**src/rtl/lsu_wb.sv**
```systemverilog
// Memory-access / writeback stage: issues one bus transaction per load or store,
// aligns and extends load data, and drives the reg_file write port (rd=0 means no write).
`ifndef CPU_REG_WIDTH
`define CPU_REG_WIDTH 32
`endif
`ifndef CPU_REGNO_WIDTH
`define CPU_REGNO_WIDTH 5
`endif

module lsu_wb (
  input  logic                        clk,
  input  logic                        nrst,
  input  logic                        i_valid,
  input  logic [3:0]                  i_op,
  input  logic [`CPU_REGNO_WIDTH-1:0] i_rd,
  input  logic [`CPU_REG_WIDTH-1:0]   i_addr,
  input  logic [`CPU_REG_WIDTH-1:0]   i_data,
  output logic                        o_busy,
  output logic                        o_addr_err,
  output logic                        o_bus_req,
  output logic                        o_bus_rnw,
  output logic [`CPU_REG_WIDTH-1:0]   o_bus_addr,
  output logic [3:0]                  o_bus_ben,
  output logic [`CPU_REG_WIDTH-1:0]   o_bus_wdata,
  input  logic                        i_bus_ack,
  input  logic [`CPU_REG_WIDTH-1:0]   i_bus_rdata,
  output logic [`CPU_REGNO_WIDTH-1:0] rd,
  output logic [`CPU_REG_WIDTH-1:0]   rd_data
);

  localparam logic [3:0] OP_ALU = 4'd1, OP_LB = 4'd2, OP_LBU = 4'd3, OP_LH = 4'd4,
                         OP_LHU = 4'd5, OP_LW = 4'd6, OP_SB = 4'd7, OP_SH = 4'd8,
                         OP_SW  = 4'd9;

  typedef enum logic {S_IDLE, S_BUS} state_t;

  state_t                        state_q, state_d;
  logic [3:0]                    op_q, op_d;
  logic [`CPU_REGNO_WIDTH-1:0]   lrd_q, lrd_d;
  logic [1:0]                    off_q, off_d;
  logic                          req_q, req_d;
  logic                          rnw_q, rnw_d;
  logic [`CPU_REG_WIDTH-1:0]     baddr_q, baddr_d;
  logic [3:0]                    ben_q, ben_d;
  logic [`CPU_REG_WIDTH-1:0]     wdata_q, wdata_d;
  logic [`CPU_REGNO_WIDTH-1:0]   rd_q, rd_d;
  logic [`CPU_REG_WIDTH-1:0]     rdat_q, rdat_d;
  logic                          aerr_q, aerr_d;

  logic       is_byte, is_half, is_word, is_load, is_mem, misaligned;
  logic [1:0] off_in;
  logic [3:0] ben_in;
  logic [7:0] lbyte;
  logic [15:0] lhalf;
  logic [`CPU_REG_WIDTH-1:0] ldata;

  assign off_in     = i_addr[1:0];
  assign is_byte    = (i_op == OP_LB) || (i_op == OP_LBU) || (i_op == OP_SB);
  assign is_half    = (i_op == OP_LH) || (i_op == OP_LHU) || (i_op == OP_SH);
  assign is_word    = (i_op == OP_LW) || (i_op == OP_SW);
  assign is_load    = (i_op == OP_LB) || (i_op == OP_LBU) || (i_op == OP_LH) ||
                      (i_op == OP_LHU) || (i_op == OP_LW);
  assign is_mem     = is_byte || is_half || is_word;
  assign misaligned = (is_half && off_in[0]) || (is_word && (off_in != 2'b00));

  always_comb begin
    ben_in = 4'b0000;
    if (is_byte)      ben_in = 4'b1000 >> off_in;
    else if (is_half) ben_in = off_in[1] ? 4'b0011 : 4'b1100;
    else if (is_word) ben_in = 4'b1111;
  end

  // Big-endian lane select on the latched offset
  always_comb begin
    case (off_q)
      2'd0:    lbyte = i_bus_rdata[31:24];
      2'd1:    lbyte = i_bus_rdata[23:16];
      2'd2:    lbyte = i_bus_rdata[15:8];
      default: lbyte = i_bus_rdata[7:0];
    endcase
    lhalf = off_q[1] ? i_bus_rdata[15:0] : i_bus_rdata[31:16];
    case (op_q)
      OP_LB:   ldata = {{24{lbyte[7]}}, lbyte};
      OP_LBU:  ldata = {24'd0, lbyte};
      OP_LH:   ldata = {{16{lhalf[15]}}, lhalf};
      OP_LHU:  ldata = {16'd0, lhalf};
      default: ldata = i_bus_rdata;
    endcase
  end

  always_comb begin
    state_d = state_q;
    op_d    = op_q;
    lrd_d   = lrd_q;
    off_d   = off_q;
    req_d   = req_q;
    rnw_d   = rnw_q;
    baddr_d = baddr_q;
    ben_d   = ben_q;
    wdata_d = wdata_q;
    rd_d    = '0;
    rdat_d  = rdat_q;
    aerr_d  = 1'b0;
    case (state_q)
      S_IDLE: begin
        if (i_valid) begin
          if (i_op == OP_ALU) begin
            rd_d   = i_rd;
            rdat_d = i_data;
          end else if (is_mem) begin
            if (misaligned) begin
              aerr_d = 1'b1;
            end else begin
              state_d = S_BUS;
              req_d   = 1'b1;
              rnw_d   = is_load;
              baddr_d = {i_addr[31:2], 2'b00};
              ben_d   = ben_in;
              op_d    = i_op;
              lrd_d   = i_rd;
              off_d   = off_in;
              if (is_load)      wdata_d = '0;
              else if (is_byte) wdata_d = {4{i_data[7:0]}};
              else if (is_half) wdata_d = {2{i_data[15:0]}};
              else              wdata_d = i_data;
            end
          end
        end
      end
      S_BUS: begin
        if (i_bus_ack) begin
          state_d = S_IDLE;
          req_d   = 1'b0;
          ben_d   = 4'b0000;
          if (rnw_q) begin
            rd_d   = lrd_q;
            rdat_d = ldata;
          end
        end
      end
      default: state_d = S_IDLE;
    endcase
  end

  always_ff @(posedge clk or negedge nrst) begin
    if (!nrst) begin
      state_q <= S_IDLE;
      op_q    <= '0;
      lrd_q   <= '0;
      off_q   <= '0;
      req_q   <= 1'b0;
      rnw_q   <= 1'b0;
      baddr_q <= '0;
      ben_q   <= '0;
      wdata_q <= '0;
      rd_q    <= '0;
      rdat_q  <= '0;
      aerr_q  <= 1'b0;
    end else begin
      state_q <= state_d;
      op_q    <= op_d;
      lrd_q   <= lrd_d;
      off_q   <= off_d;
      req_q   <= req_d;
      rnw_q   <= rnw_d;
      baddr_q <= baddr_d;
      ben_q   <= ben_d;
      wdata_q <= wdata_d;
      rd_q    <= rd_d;
      rdat_q  <= rdat_d;
      aerr_q  <= aerr_d;
    end
  end

  assign o_busy      = (state_q == S_BUS);
  assign o_addr_err  = aerr_q;
  assign o_bus_req   = req_q;
  assign o_bus_rnw   = rnw_q;
  assign o_bus_addr  = baddr_q;
  assign o_bus_ben   = ben_q;
  assign o_bus_wdata = wdata_q;
  assign rd          = rd_q;
  assign rd_data     = rdat_q;

endmodule

```
**config.mk**
```make
export PLATFORM = sky130hd
export DESIGN_NAME = lsu_wb
export DESIGN_NICKNAME = d
export VERILOG_FILES = /design/src/rtl/lsu_wb.sv
export SDC_FILE = /design/constraint.sdc
export NUM_CORES = 1
export LEC_CHECK = 0
export CORE_MARGIN = 1.5
export CORE_UTILIZATION = 46
export DETAILED_ROUTE_END_ITERATION = 12
export PLACE_DENSITY = 0.82
export SLEW_MARGIN = 20
export SYNTH_ARGS = -nofsm -noshare
export SYNTH_HDL_FRONTEND = slang
export SYNTH_SLANG_ARGS = --single-unit
```
**constraint.sdc**
```tcl
create_clock -name clk -period 4.8 [get_ports clk]
set_input_delay 0.48 -clock clk [delete_from_list [all_inputs] [get_ports clk]]
set_output_delay 0.48 -clock clk [all_outputs]
set_load 0.01 [all_outputs]
```
# Word level (Yosys, flattened, before mapping)
# Cells that the tools add are included.
# totals
reg_bits,118
input_bits,109
# classes
reduce_logical,18
n_bitwise,3
mux,43
shift,1
n_eq_ne,22
# op_table
op,n
$mux 32,7
$pmux 32 s4,1
$pmux 32 s2,1
$mux 4,9
$eq 4x3->1 const B,6
$pmux 8 s3,1
$mux 5,4
$eq 4x2->1 const B,4
$mux 16,1
$mux 1,15
$ne 2x2->1 const B,6
$logic_or 1x1->1,11
$pmux 5 s2,1
$reduce_and 5->1,2
$eq 4x4->1 const B,2
$pmux 4 s2,1
$eq 4x1->1 const B,1
$pmux 1 s2,2
$reduce_and 4->1,1
$shr 4x2->4 const A,1
$not 1->1,3
$eq 2x1->1 const B,1
$eq 2x2->1 const B,1
$logic_and 1x1->1,2
3 further kinds,3

# Logic depth before layout (Yosys ltp)
# Gate-level depths: netlist (run 1).
# logic_depth
word_depth,10
ltp_mapped,8
mapped_depth_nobuf,4

# Worst setup path after synthesis (run 1)
# Ideal clock, no wire load.
# synth_timing
path_kind,input to register
start,in i_addr[1]
end,reg lrd_q[0]
arrival_ps,1840
n_path_buf,3
setup_ps,125
path_slack_ps,2835
path_stages,7
path_cell_list,buf_4 -> a21oi_1 -> o32ai_2 -> or3_1 -> buf_6 -> buf_6 -> mux2_4
# synth_between
elab_chain_cells,5
# synth_rtl
item,line,rtl
"start, declared",16,"input logic [`CPU_REG_WIDTH-1:0] i_addr,"
$reduce_bool 2->1,64,assign misaligned = (is_half && off_in[0]) || (is_word && (off_in != 2'b00));
$logic_and 1x1->1,64,
$logic_or 1x1->1,64,
$not 1->1 (no source line),--,
$reduce_and 5->1 (no source line),--,
"end signal, assigned",162,lrd_q <= lrd_d;
"end, declared",39,"logic [`CPU_REGNO_WIDTH-1:0] lrd_q, lrd_d;"
# Every way passes these cells.
# A chain may end at the register's enable or synchronous reset.

# Worst setup path after layout (run 1)
# layout_timing
start,reg state_q (netlist: o_busy)
end,reg wdata_q[25] (netlist: o_bus_wdata[25])
# layout_between
elab_chain_cells,2
# layout_rtl
item,line,rtl
"start, declared",37,"state_t state_q, state_d;"
"start signal, assigned",160,state_q <= state_d;
$not 1->1 (no source line),--,
$reduce_and 5->1 (no source line),--,
"end signal, assigned",168,wdata_q <= wdata_d;
"end, declared",45,"logic [`CPU_REG_WIDTH-1:0] wdata_q, wdata_d;"
# Every way passes these cells.

==> results of run 1 <==
## power by group
group          internal [uW]  switching [uW]  total (uW)
clock                    891             481        1370
sequential              1300             292        1590
combinational            932             708        1640
total                   3120            1480        4600
## cells in the mapped netlist (9+ instances only)
library cell	count	area (um^2)
a22o_1	16	140.1
nand2_1	47	176.4
and3_1	9	56.30
nand2b_1	10	62.56
a211oi_2	10	125.1
dfrtp_1	118	2953
buf_6	15	168.9
buf_2	12	60.06
o2bb2ai_1	19	166.4
nor3_1	20	100.1
a21oi_1	15	75.07
mux2i_1	15	150.1
clkbuf_1	17	63.81
mux2_4	39	585.6
o21ai_0	19	95.09
nor2_1	23	86.33
a211oi_1	21	157.7
inv_1	19	71.32
## flip-flops by register name, summed over array words and instances, names as in the netlist
name	flops
o_bus_wdata	32
o_bus_ben	4
op_q	4
o_bus_rnw	1
o_bus_addr	30
o_busy	1
rd	5
rd_data	32
off_q	2
o_addr_err	1
o_bus_req	1
lrd_q	5
## stage by stage
step	cells	utilization	power (uW)	setup slack, ns
2_1_floorplan	568	-	2350	2.835
3_3_place_gp	913	0.6321	3165	1.613
3_5_place_dp	913	0.6321	3208	1.392
4_1_cts	945	0.6794	4604	1.763
5_1_grt	946	0.6821	4804	1.491
6_report	946	0.6821	4604	1.742
## final cells by class
cell class,instances,area [um^2],area share
inverter,20,75.07,0.008245
timing repair buffer,220,2207,0.2424
clock inverter,13,178.9,0.01965
tap,176,220.2,0.02419
multi-input combinational,380,3017,0.3313
sequential,118,2954,0.3244
clock buffer,19,452.9,0.04975
## critical path, stage by stage (launching register included)
cell and delay, ns:
dfrtp_1 1.07, inv_1 0.57, nand2_1 0.26, or4_1 0.80, o2bb2ai_1 0.19
## cell families (layout without fill, tap and decap cells)
group | Yosys count | count (layout) | share of synthesized area
AOI/OAI and AO/OA | 170 | 170 | 0.2181
other | 1 | 2 | 0.0005899
muxes | 56 | 56 | 0.1193
DFF | 118 | 118 | 0.4645
and+or+nand+nor | 151 | 151 | 0.1317
buffers and inverters | 70 | 272 | 0.06455
xor gates and xnor gates | 1 | 1 | 0.001378
## routing by layer
layer	GRT usage	part of all wire	up-vias
li1	-	-	2492
met1	0.4011	0.41	2838
met2	0.4595	0.46	356
met3	0.08066	0.094	49
met4	0.1324	0.029	0
met5	0	0	-
## worst max path at each step
stage	from	slack, ns	endpoint	depth (start not counted)
finish	o_busy	1.74	o_bus_wdata[25]	4
global route	o_busy	1.49	o_bus_wdata[25]	4
floorplan	i_addr[1]	2.84	lrd_q[0]	7
CTS	o_busy	1.76	o_bus_wdata[12]	5
global placement	i_op[2]	1.61	o_bus_wdata[9]	6
detailed placement	i_op[2]	1.39	o_bus_wdata[14]	6
==> metrics.md, run 1 <==
| Metric | Value |
|---|---|
| Status | complete, no violations |
| Initial core utilization | 0.4763 |
| Post-CTS Setup Bufs | 0 |
| Synthesized area | 0.006357 mm^2 |
| Cts repair resizes | 0 |
| Rows | 42 |
| Arrival @ worst endpoint | 3.32 ns |
| Critical path startpoint category | register |
| Post-Place Cell Area | 0.008437 mm^2 |
| Layout cell share with drive strength beyond 1 | 0.1584 |
| Global-route wire length before repair | 32.93 mm |
| Leak | 0.003865 uW |
| Synth Flop Type | dfrtp_1 |
| Hold_buf cts | 0 |
| WHS | 0.1641 ns |
| Final slew viol count | 0 |
| Pwr dens | 505.7 mW/mm^2 |
| Seq/Total Area, Yosys | 0.4645 |
| Crit path kind | register to register |
| Required time of the worst setup path | 5.07 ns |
| RSZ-0062 raised after global routing | no |
| Mapped Cells | 567 |
| Worst-Margin Slew | 1.106 ns |
| Clock latency on the worst-skew pair | 0.43 ns |
| Crit Path Max Fanout | 34 |
| Capture point of the worst reg-to-reg path | o_bus_wdata[25] |
| Final worst path period share | 0.6370 |
| Iteration-0 DRC Markers | 493 |
| Reg-to-reg startpoint | o_busy |
| Average wire per standard cell | 23.05 um |
| Netlist cell types | 66 |
| Via Count | 5735 |
| GRT Util Overall | 0.3005 |
| R2r setup slk | 1.74 ns |
| R2R depth | 4 |
| Fmax | 327.0 MHz |
| Clock-pin slew on the worst setup and hold paths | 0.06 ns |
| EDFF count, synth | 0 |
| Slew headroom | 0.2627 |
| Post-route cell area | 0.009105 mm^2 |
| Drt drc | 0 |
| TNS Setup | 0 ns |
| Detail Placement HPWL | 15.36 mm |
| First-pass DRT Iterations | 7 |
| Final setup viols | 0 |
| Root Buffer | clkbuf_16 |
| Clock period minus worst slack | 3.058 ns |
| Hold Crit Class | input port to asynchronous set/reset pin |
| Total Wirelength | 21.80 mm |
| Clock Sinks | 118 |
| Fill cell count | 999 |
| Commonest non-fill, non-tap cells in the layout | clkdlybuf4s50_1, dfrtp_1, nand2_1, mux2_4, nor2_1 |
| DR vias/cell | 6.062 |
| Synth Register Bits | 118 |
| Final Hold Viols | 0 |
| H-tree levels | 4 |
| Setup crit end kind | register |
| Port Buffers | 215 |
| TritonCTS clock tree | yes |
| Buffers from clock root to sink, at most | 2 |
| Most common cell after layout, fill and taps aside | clkdlybuf4s50_1 |
| Synth Area per Inst | 11.21 um^2 |
| Antenna diode count | 0 |
| Largest net degree at the start of global routing | 69 |
| GR Overflow Total | 0 |
| Total CTS buffers | 17 |
| Antenna viol nets, final | 0 |
| Ys async rst share | 1.000 |
| Die ar. | 0.01453 mm^2 |
| Max VDD drop | 0.3217 mV |
| Core Area | 0.01335 mm^2 |
| Vias in the first global route | 5715 |
| Area Overhead vs Synth | 43.22% |
| Final net count | 866 |
| Initial antenna violation count | 0 |
| Yosys Warn Count | 0 |
| Placer Congestion | 0.9839 |
| I/O Pins | 218 |
| Max-cap viol count | 0 |
| Die width | 120.6 um |
| Clock Skew | 0.01020 ns |
| Die Ht | 120.6 um |
No activity file was read; power rests on OpenSTA's default activity.
==> run 2: changes to the inputs <==
clock period = 3.1 ns   (was 4.8 ns; I/O delays follow)
==> run 2 against run 1 <==
- via count down 2.8%
- worst hold slack worse by 0.22 ns
- core utilization increased by 0.90 points
- register-to-register slack got worse by 1.1 ns
- sequential cell count is the same
- highest routed layer unchanged
- sequential power is 52% higher
- the flow now finishes with violations (hold timing)
- largest cell class unchanged
- sequential share of layout area shrank 0.44 points
- critical path depth stayed put
==> metrics.md, run 2 (same netlist as run 1, synthesis figures left out) <==
| Metric | Value |
|---|---|
| Status | finished, violations left (was complete, no violations) |
| Failing checks | hold timing |
| Hold Crit Class | input port to asynchronous set/reset pin (unchanged) |
| Crit path kind | register to register (unchanged) |
| Pwr dens | 787.7 mW/mm^2 (was 505.7 mW/mm^2) |
| Via Count | 5576 (was 5735) |
| Clock Skew | 0.01307 ns (was 0.01020 ns) |
| Detail Placement HPWL | 14.92 mm (was 15.36 mm) |
| Max VDD drop | 0.5181 mV (was 0.3217 mV) |
| Drt drc | 0 (unchanged) |
| Footprint of the multi-input gates | 0.003009 mm^2 (was 0.003017 mm^2) |
| Clock latency on the worst-skew pair | 0.42 ns (was 0.43 ns) |
| Clock-pin slew on the worst setup and hold paths | 0.05 ns (was 0.06 ns) |
| Worst-Margin Slew | 0.8203 ns (was 1.106 ns) |
| Final setup viols | 0 (unchanged) |
| Setup crit end kind | register (unchanged) |
| Port Buffers | 215 (unchanged) |
| Fill cell count | 978 (was 999) |
| Fmax | 413.6 MHz (was 327.0 MHz) |
| Core Area | 0.01335 mm^2 (unchanged) |
| I/O Pins | 218 (unchanged) |
| Critical path startpoint category | register (unchanged) |
| Die ar. | 0.01453 mm^2 (unchanged) |
| Leak | 0.003950 uW (was 0.003865 uW) |
| Clock period minus worst slack | 2.418 ns (was 3.058 ns) |
| Final slew viol count | 0 (unchanged) |
| Die width | 120.6 um (unchanged) |
| Average wire per standard cell | 21.86 um (was 23.05 um) |
| Cts repair resizes | 0 (unchanged) |
| First-pass DRT Iterations | 5 (was 7) |
| Seq. cell area | 0.002953 mm^2 (was 0.002954 mm^2) |
| Hold_buf cts | 0 (unchanged) |
| DR vias/cell | 5.839 (was 6.062) |
| Post-Place Cell Area | 0.008544 mm^2 (was 0.008437 mm^2) |
| H-tree levels | 4 (unchanged) |
| TNS Setup | 0 ns (unchanged) |
| Rows | 42 (unchanged) |
| RSZ-0062 raised after global routing | no (unchanged) |
| Crit Path Max Fanout | 17 (was 34) |
| TritonCTS clock tree | yes (unchanged) |
| Required time of the worst setup path | 3.38 ns (was 5.07 ns) |
| GR Overflow Total | 0 (unchanged) |
| Buffers from clock root to sink, at most | 2 (unchanged) |
| Total CTS buffers | 17 (unchanged) |
| Final net count | 876 (was 866) |
| Die Ht | 120.6 um (unchanged) |
| Fin util | 0.6911 (was 0.6821) |
| Area Overhead vs Synth | 45.11% (was 43.22%) |
| Final worst path period share | 0.7800 (was 0.6370) |
| Iteration-0 DRC Markers | 488 (was 493) |
| Global-route wire length before repair | 32.04 mm (was 32.93 mm) |
| Max-cap viol count | 0 (unchanged) |
| Placer Congestion | 0.9203 (was 0.9839) |
| Post-CTS Setup Bufs | 0 (unchanged) |
| Clock Sinks | 118 (unchanged) |
| Initial antenna violation count | 0 (unchanged) |
| Vias in the first global route | 5660 (was 5715) |
| Slew headroom | 0.4531 (was 0.2627) |
| WHS | -0.05650 ns (was 0.1641 ns) |
| GRT Util Overall | 0.2900 (was 0.3005) |
| Arrival @ worst endpoint | 2.70 ns (was 3.32 ns) |
| Root Buffer | clkbuf_16 (unchanged) |
| Total Wirelength | 20.88 mm (was 21.80 mm) |
| Commonest non-fill, non-tap cells in the layout | clkdlybuf4s50_1, dfrtp_1, nand2_1, mux2_4, nor2_1 (unchanged) |
| Final Hold Viols | 36 (was 0) |
| Antenna viol nets, final | 0 (unchanged) |
| Largest net degree at the start of global routing | 119 (was 69) |
| Initial core utilization | 0.4763 (unchanged) |
| Antenna diode count | 0 (unchanged) |
| Most common cell after layout, fill and taps aside | clkdlybuf4s50_1 (unchanged) |
| Post-route cell area | 0.009225 mm^2 (was 0.009105 mm^2) |
| Layout cell share with drive strength beyond 1 | 0.1643 (was 0.1584) |
==> run 2: final cells by class <==
cell class                      instances  area share
Sequential cell                       118      0.3201
Timing Repair Buffer                  230      0.2479
Inverter                               20    0.008138
Clock inverter                          8     0.02089
Clock buffer                           23     0.05290
Multi-Input combinational cell        380      0.3262
Tap cell                              176     0.02387
==> run 2: per-stage QoR <==
step	worst slack, ns	hold WS (ns)	cells	power (uW)
floorplan	1.305	0.01441	568	3639
global placement	0.4776	0.4507	924	4922
detailed placement	0.3590	0.4592	924	4974
CTS	0.7373	0.01457	955	7293
global route	0.6096	0.02661	955	7580
finish	0.6821	-0.05650	955	7267
==> run 2: critical path, stage by stage, from the launching register on <==
cell and delay [ns]:
dfrtp_1 0.71, nor3b_1 0.72, a211oi_1 0.19, nor4_1 0.52, o21ai_1 0.14
==> run 2: layer usage <==
| layer | wire, um | part of all wire | global-route usage | vias up |
|---|---|---|---|---|
| met3 | 1822 | 0.087 | 0.07406 | 33 |
| met2 | 9760 | 0.47 | 0.4666 | 307 |
| li1 | - | - | - | 2507 |
| met4 | 486 | 0.023 | 0.09779 | 0 |
| met1 | 8805 | 0.42 | 0.3823 | 2729 |
| met5 | 0 | 0 | 0 | - |
==> run 2: worst paths after layout <==
path | end | cells past startpoint | slack [ns] | start
min in group clk | o_bus_req | 2 | 0.49 | o_bus_req
setup reg to reg | rd_data[2] | 4 | 0.68 | op_q[1]
max in group asynchronous | rd_data[12] | 2 | 2.59 | nrst
setup / recovery | rd_data[2] | 4 | 0.68 | op_q[1]
hold reg to reg | o_bus_req | 2 | 0.49 | o_bus_req
hold / removal | o_bus_addr[28] | 2 | -0.06 | nrst
==> run 2: report_power, final <==
group,internal [uW],switching [uW]
clock network,1590,687
logic,1460,1110
registers,2010,409
